### config.mk
export PLATFORM = sky130hd
export DESIGN_NAME = ctrl_pipeline
export DESIGN_NICKNAME = d
export VERILOG_FILES = /design/src/rtl/ctrl_pipeline.sv
export SDC_FILE = /design/constraint.sdc
export NUM_CORES = 1
export LEC_CHECK = 0
export CORE_MARGIN = 1
export CORE_UTILIZATION = 43
export CTS_CLUSTER_SIZE = 14
export DETAILED_ROUTE_END_ITERATION = 10
export GPL_ROUTABILITY_DRIVEN = 0
export PLACE_DENSITY = 0.79
export SYNTH_ARGS = -nofsm -noshare
export SYNTH_HDL_FRONTEND = slang
export SYNTH_SLANG_ARGS = --single-unit
### constraint.sdc
create_clock -name clk -period 3.6 [get_ports clk]
set_input_delay 0.9 -clock clk [delete_from_list [all_inputs] [get_ports clk]]
set_output_delay 0.9 -clock clk [all_outputs]
set_load 0.1 [all_outputs]
### src/rtl/ctrl_pipeline.sv
// Control pipeline: ID/EX, EX/MEM, MEM/WB registers with hazard, flush and forward logic.
// Optional operand forwarding enabled by defining FWD_EN.
module ctrl_pipeline #(
    parameter int REG_ADDR_W = 5
) (
    input  logic                  clk,
    input  logic                  rst,
    input  logic                  id_valid,
    input  logic                  id_reg_write,
    input  logic                  id_alu_src,
    input  logic [1:0]            id_alu_op,
    input  logic                  id_mem_read,
    input  logic                  id_mem_write,
    input  logic                  id_mem_to_reg,
    input  logic                  id_branch,
    input  logic [REG_ADDR_W-1:0] id_rs1,
    input  logic [REG_ADDR_W-1:0] id_rs2,
    input  logic [REG_ADDR_W-1:0] id_rd,
    input  logic                  ex_branch_taken,
    output logic                  ex_reg_write,
    output logic                  ex_alu_src,
    output logic [1:0]            ex_alu_op,
    output logic                  ex_mem_read,
    output logic                  ex_mem_write,
    output logic                  ex_mem_to_reg,
    output logic                  ex_branch,
    output logic [REG_ADDR_W-1:0] ex_rs1,
    output logic [REG_ADDR_W-1:0] ex_rs2,
    output logic [REG_ADDR_W-1:0] ex_rd,
    output logic                  mem_reg_write,
    output logic                  mem_mem_read,
    output logic                  mem_mem_write,
    output logic                  mem_mem_to_reg,
    output logic [REG_ADDR_W-1:0] mem_rd,
    output logic                  wb_reg_write,
    output logic                  wb_mem_to_reg,
    output logic [REG_ADDR_W-1:0] wb_rd,
    output logic                  stall,
    output logic                  flush,
    output logic [1:0]            fwd_a,
    output logic [1:0]            fwd_b
);

    logic                  ex_valid, mem_valid, wb_valid;
    logic [7:0]            ex_ctl_q;
    logic [REG_ADDR_W-1:0] ex_rs1_q, ex_rs2_q, ex_rd_q;
    logic [3:0]            mem_ctl_q;
    logic [REG_ADDR_W-1:0] mem_rd_q;
    logic [1:0]            wb_ctl_q;
    logic [REG_ADDR_W-1:0] wb_rd_q;
    logic [7:0]            ex_ctl;
    logic                  use_ex, use_mem, load_use, hazard, load;

    // Invalid stages present all-zero control and indices
    assign ex_ctl = ex_valid ? ex_ctl_q : 8'd0;
    assign {ex_reg_write, ex_alu_src, ex_alu_op, ex_mem_read,
            ex_mem_write, ex_mem_to_reg, ex_branch} = ex_ctl;
    assign ex_rs1 = ex_valid ? ex_rs1_q : '0;
    assign ex_rs2 = ex_valid ? ex_rs2_q : '0;
    assign ex_rd  = ex_valid ? ex_rd_q  : '0;

    assign {mem_reg_write, mem_mem_read, mem_mem_write, mem_mem_to_reg} =
        mem_valid ? mem_ctl_q : 4'd0;
    assign mem_rd = mem_valid ? mem_rd_q : '0;

    assign {wb_reg_write, wb_mem_to_reg} = wb_valid ? wb_ctl_q : 2'd0;
    assign wb_rd = wb_valid ? wb_rd_q : '0;

    assign use_ex = id_valid && ex_rd != '0 &&
                    (ex_rd == id_rs1 || ex_rd == id_rs2);
    assign use_mem = id_valid && mem_rd != '0 &&
                     (mem_rd == id_rs1 || mem_rd == id_rs2);
    assign load_use = ex_valid && ex_mem_read && use_ex;

`ifdef FWD_EN
    assign hazard = load_use;

    always_comb begin
        fwd_a = 2'b00;
        fwd_b = 2'b00;
        if (mem_reg_write && mem_rd != '0 && mem_rd == ex_rs1)
            fwd_a = 2'b10;
        else if (wb_reg_write && wb_rd != '0 && wb_rd == ex_rs1)
            fwd_a = 2'b01;
        if (mem_reg_write && mem_rd != '0 && mem_rd == ex_rs2)
            fwd_b = 2'b10;
        else if (wb_reg_write && wb_rd != '0 && wb_rd == ex_rs2)
            fwd_b = 2'b01;
    end
`else
    // Without forwarding every in-flight producer ahead of WB must drain
    assign hazard = load_use ||
                    (ex_valid && ex_reg_write && use_ex) ||
                    (mem_valid && mem_reg_write && use_mem);
    assign fwd_a = 2'b00;
    assign fwd_b = 2'b00;
`endif

    assign flush = ex_valid && ex_branch && ex_branch_taken;
    assign stall = hazard && !flush;
    assign load  = id_valid && !hazard && !flush;

    always_ff @(posedge clk) begin
        if (rst) begin
            ex_valid  <= 1'b0;
            ex_ctl_q  <= '0;
            ex_rs1_q  <= '0;
            ex_rs2_q  <= '0;
            ex_rd_q   <= '0;
            mem_valid <= 1'b0;
            mem_ctl_q <= '0;
            mem_rd_q  <= '0;
            wb_valid  <= 1'b0;
            wb_ctl_q  <= '0;
            wb_rd_q   <= '0;
        end else begin
            ex_valid <= load;
            if (load) begin
                ex_ctl_q <= {id_reg_write, id_alu_src, id_alu_op, id_mem_read,
                             id_mem_write, id_mem_to_reg, id_branch};
                ex_rs1_q <= id_rs1;
                ex_rs2_q <= id_rs2;
                ex_rd_q  <= id_rd;
            end else begin
                ex_ctl_q <= '0;
                ex_rs1_q <= '0;
                ex_rs2_q <= '0;
                ex_rd_q  <= '0;
            end
            mem_valid <= ex_valid;
            mem_ctl_q <= {ex_reg_write, ex_mem_read, ex_mem_write, ex_mem_to_reg};
            mem_rd_q  <= ex_rd;
            wb_valid  <= mem_valid;
            wb_ctl_q  <= {mem_reg_write, mem_mem_to_reg};
            wb_rd_q   <= mem_rd;
        end
    end

endmodule

* Word-level counts from Yosys, hierarchy flattened
Index checks and enable logic that the tools add are counted.
Storage, ports and cells: flip-flop bits (word level) 42, input bits 27, output and inout bits 45, logic and storage cells 48
Cells by class: eq/ne operators 4, multiplexer cells 8, bitwise operators 1, reductions and logical operators 24
Operators with widths (number):
- two-way mux 5 bit | 5
- == test 5 bit | 4
- logical AND 1 bit | 15
- nonzero test 5 bit | 2
- two-way mux 8 bit | 1
- logical OR 1 bit | 4
- two-way mux 4 bit | 1
- zero test 1 bit | 2
- two-way mux 2 bit | 1
- OR reduction 2 bit | 1
- NOT 1 bit | 1

* Depth between registers and ports, before layout
depth in word-level cells 12, mapped depth 8, mapped depth without buffers 7

* Worst setup path before layout
Ideal clock, no wire load.
kind flip-flop to output port, from register mem_valid, to output stall, arrival time 3499 ps, data required time 2700 ps, setup slack -799 ps, stages on the path, launching flop included 8, buffers on the path 1, path through dfxtp_1 > and2_1 > a32oi_1 > a2111oi_0 > o2111ai_1 > o31a_1 > buf_6 > nor2_1
Between the ends: word-level cells in the longest chain between the ends 7, elaborated cells between the ends (all ways) 12, classes of those cells eq/ne: 2; mux: 2; reduce/logical: 8
RTL lines:
- start: declaration | RTL line 44 | logic ex_valid, mem_valid, wb_valid;
- start signal: assignment | RTL line 130 | mem_valid <= ex_valid;
- two-way mux 5 bit (*) | RTL line 64 | assign mem_rd = mem_valid ? mem_rd_q : '0;
- via mem_rd[3] | RTL line 34 | output logic [REG_ADDR_W-1:0] mem_rd,
- == test 5 bit or nonzero test 5 bit (tied branches) | RTL line 72, 71
- logical OR 1 bit or logical AND 1 bit (tied branches) | RTL line 72, 71
- logical AND 1 bit (*) | RTL line 71 | assign use_mem = id_valid && mem_rd != '0 &&
- logical AND 1 bit (*) | RTL line 94 | (mem_valid && mem_reg_write && use_mem);
- logical OR 1 bit (*) | RTL line 93 | (ex_valid && ex_reg_write && use_ex) ||
- logical AND 1 bit (*) | RTL line 100 | assign stall = hazard && !flush;
- end: declaration | RTL line 38 | output logic stall,
Mark *: on every way through the listed nets, which the timed path passes. The rest lies on a longest branch.

* Worst setup path after layout
from input id_rs2[1], to output stall
Between the ends: word-level cells in the longest chain between the ends 7, elaborated cells between the ends (all ways) 12, classes of those cells eq/ne: 2; reduce/logical: 10
RTL lines:
- start: declaration | RTL line 17 | input logic [REG_ADDR_W-1:0] id_rs2,
- == test 5 bit | RTL line 70 | (ex_rd == id_rs1 || ex_rd == id_rs2);
- logical OR 1 bit | RTL line 70
- logical AND 1 bit | RTL line 69 | assign use_ex = id_valid && ex_rd != '0 &&
- logical AND 1 bit (on tied branches) | RTL line 73, 93
- logical OR 1 bit | RTL line 92 | assign hazard = load_use ||
- logical OR 1 bit (*) | RTL line 93
- logical AND 1 bit (*) | RTL line 100
Every way passes the cells marked *; elsewhere a longest branch is shown, timed or not.

==> impl_results.md <==
* Async SR Flop Fraction at 0
* Share of cells above drive strength 1 at 0.2607
* Critical Path End Type: output pin
* Util after Layout at 0.6610
* CTS tree: done
* M1 GR Usage at 0.2417
* Post-route DRC at 0
* Max cap viols at 0
* Leading area contributor after synthesis: dfxtp_1
* Arrival time worst endpoint at 2.61 ns
* Setup repair after global routing missed its margin: no
* N_diodes at 0
* Tot GR Track Use at 0.1973
* Worst slew pin tran at 0.7647 ns
* FF-to-FF Start: ex_valid
* Final ANT Viol Nets at 0
* Dpl ws at -0.1898 ns
* Detailed-route via count at 1667
* Top_reg_cell synth: dfxtp_1
* Most frequent cells after synthesis: and2_1, dfxtp_1, and3_1
* Area of the multi-input gates at 1040 um^2
* Most common cell in the netlist: and2_1
* P_leak at 1.254 nW
* Die area at 4666 um^2
* Final net count at 306
* Drt wl/cell at 12.91 um
* Final setup violation count at 0
* First-pass GRT wire length at 6844 um
* Area growth from synthesis to layout at 43.88%
* Post-CTS Hold Buffers at 0
* Final Skew at 0.003819 ns
* Overall power at 0.9488 mW
* Worst Reg-to-Reg Cells at 7
* Die X at 68.31 um
* Setup crit start kind: input pin
* Port bufs at 67
* DR pass1 iterations at 4
* Unique masters post-synth at 40
* Post-synth top area share at 0.4447
* # IOs at 72
* Cell area after synthesis at 1891 um^2
* Max-slew violations at 0
* DIE HEIGHT at 68.31 um
* Worst slew margin at 0.4837
* Worst-path fanout max at 4
* Fin. Hold Viols at 0
* CTS Sinks at 42
* Max Root-Sink Buffers at 2
* Seq/Total Area, Yosys at 0.4447
* Most area-consuming cells after synthesis: dfxtp_1, and2_1, and3_1
* Vias per cell at 5.052
* Final setup margin at 0.09168 ns
* #FFs+latches synth at 42
* Clock transition at path regs at 0.08 ns
* Register area at 840.8 um^2
* WS Path Type: input pin to output pin
* Worst hold path depth at 1
* Hold Crit Endpoint: mem_ctl_q[0]
* Initial Util at 0.4594
* Status: completed
* RR Endpoint: ex_rs2_q[4]
* Min-delay src: ex_ctl_q[1]
* EDFF count, synth at 0
* Met2 Use GR at 0.3248
* Hpwl dp at 3117 um
* Peak supply drop at 270.0 uV
* Mean Syn Cell Area at 9.003 um^2
* Vias in the first global route at 1560
* Maximum number of pins on one net before global-route repair at 24
* Drt initial violations at 126
* Num CTS Buffers at 5
* M3 GR Usage at 0.06333
* Post-synthesis cell count at 210
* Pwr/cell area at 348.8 nW/um^2
* Flop2flop setup slack at 1.33 ns
* Yosys warning count at 0
* Root buf cell: clkbuf_8
* HP Class: flip-flop to flip-flop
* WP data required at 2.70 ns
* Core Region at 4115 um^2
* Row count at 23
* Initial antenna violation count at 0
* Min Tclk post-route at 3.508 ns
* Final period util at 0.9745
* Clock latency on the worst-skew pair at 0.29 ns
* Fmax at 285.0 MHz
* Layout filler cell count at 332
* Drt total wl at 4260 um
* Gr ovfl total at 0
* H-Tree Depth at 2
* GRT Max-Usage Layer: met2
* Setup TNS Final at 0 ns
## sequential cells by signal, summed over array words and instances, names as in the netlist
| name | flops |
|---|---|
| ex_ctl_q | 8 |
| ex_rd_q | 5 |
| ex_rs1_q | 5 |
| ex_rs2_q | 5 |
| ex_valid | 1 |
| mem_ctl_q | 4 |
| mem_rd_q | 5 |
| mem_valid | 1 |
| wb_ctl_q | 2 |
| wb_rd_q | 5 |
| wb_valid | 1 |
## worst max-delay path by stage
| stage | from | to | slack, ns | depth (start not counted) |
|---|---|---|---|---|
| 4_1_cts | id_rs1[1] | stall | 0.005 | 9 |
| 6_report | id_rs2[1] | stall | 0.09 | 7 |
| 3_5_place_dp | id_rs1[4] | stall | -0.19 | 8 |
| 2_1_floorplan | ex_valid | stall | 0.02 | 8 |
| 3_3_place_gp | id_rs2[2] | stall | -0.12 | 8 |
| 5_1_grt | id_rs1[0] | stall | 0.01 | 8 |
## report_power, final
part | switching, mW | internal, mW
logic | 0.0949 | 0.0574
clock network | 0.169 | 0.139
registers | 0.0116 | 0.477
## routing by layer
metal,up-vias,share of wire
met5,-,0
met4,0,0.0082
met3,4,0.065
met2,61,0.49
met1,752,0.44
li1,850,-
## layout make-up
| type | instances | share of cell area |
|---|---|---|
| well taps | 50 | 0.02300 |
| inverters | 7 | 0.009660 |
| flip-flops and latches | 42 | 0.3091 |
| clock buffers | 5 | 0.02530 |
| repair buffers | 76 | 0.2420 |
| clock inverters | 3 | 0.008740 |
| multi-input cells | 147 | 0.3822 |
## timing repair
action                                  4_1_cts  5_1_grt
pin swaps                                     5        6
endpoints found under the hold margin         0        0
resized for setup                            12       11
endpoints found under the setup margin        1        1
buffers inserted                              0        0
## cell usage in the layout, fill, tap and decap left out, types with 2 or more instances in the layout
cell type,Yosys,routed
conb_1,1,4
nand2_1,6,6
nor2_1,10,9
nand2b_1,2,2
a2111oi_4,0,3
dlygate4sd2_1,0,4
dlymetal6s2s_1,0,3
a32oi_1,3,2
and2_1,54,53
a21oi_1,6,6
dfxtp_1,42,42
inv_1,7,7
buf_4,4,48
clkdlybuf4s50_1,0,18
o21ai_0,4,4
clkinvlp_4,0,2
xor2_1,2,2
nor2b_1,3,3
xnor2_1,4,3
and4bb_2,2,2
and3_1,22,22
o211ai_1,2,2
clkbuf_8,0,5
nor3_1,2,2
buf_12,0,2
nand4_1,2,2
## cell families after synthesis
family,count (synthesis),share of synthesized area
AND/OR/NAND/NOR,108,0.3461
flip-flops,42,0.4447
AO/OA/AOI/OAI,29,0.1132
other,1,0.001984
buffers and inverters,24,0.06619
XOR/XNOR,6,0.02780
## worst max-delay path: stages
cell and delay [ns]:
dlygate4sd2_1 0.27, or3_4 0.38, a2111oi_4 0.35, a32oi_1 0.10
o31a_1 0.30, nor2_4 0.12, buf_12 0.18
## stage by stage
step | hold WS [ns] | cells | area [um^2]
final | 0.4491 | 330 | 2720
after global routing | 0.4775 | 330 | 2720
after CTS | 0.4527 | 330 | 2663
after detailed placement | 0.4322 | 322 | 2540
after global placement | 0.4279 | 322 | 2540
after floorplan | 0.4216 | 213 | 1911
Note: power is estimated with default switching activity, not from simulation.
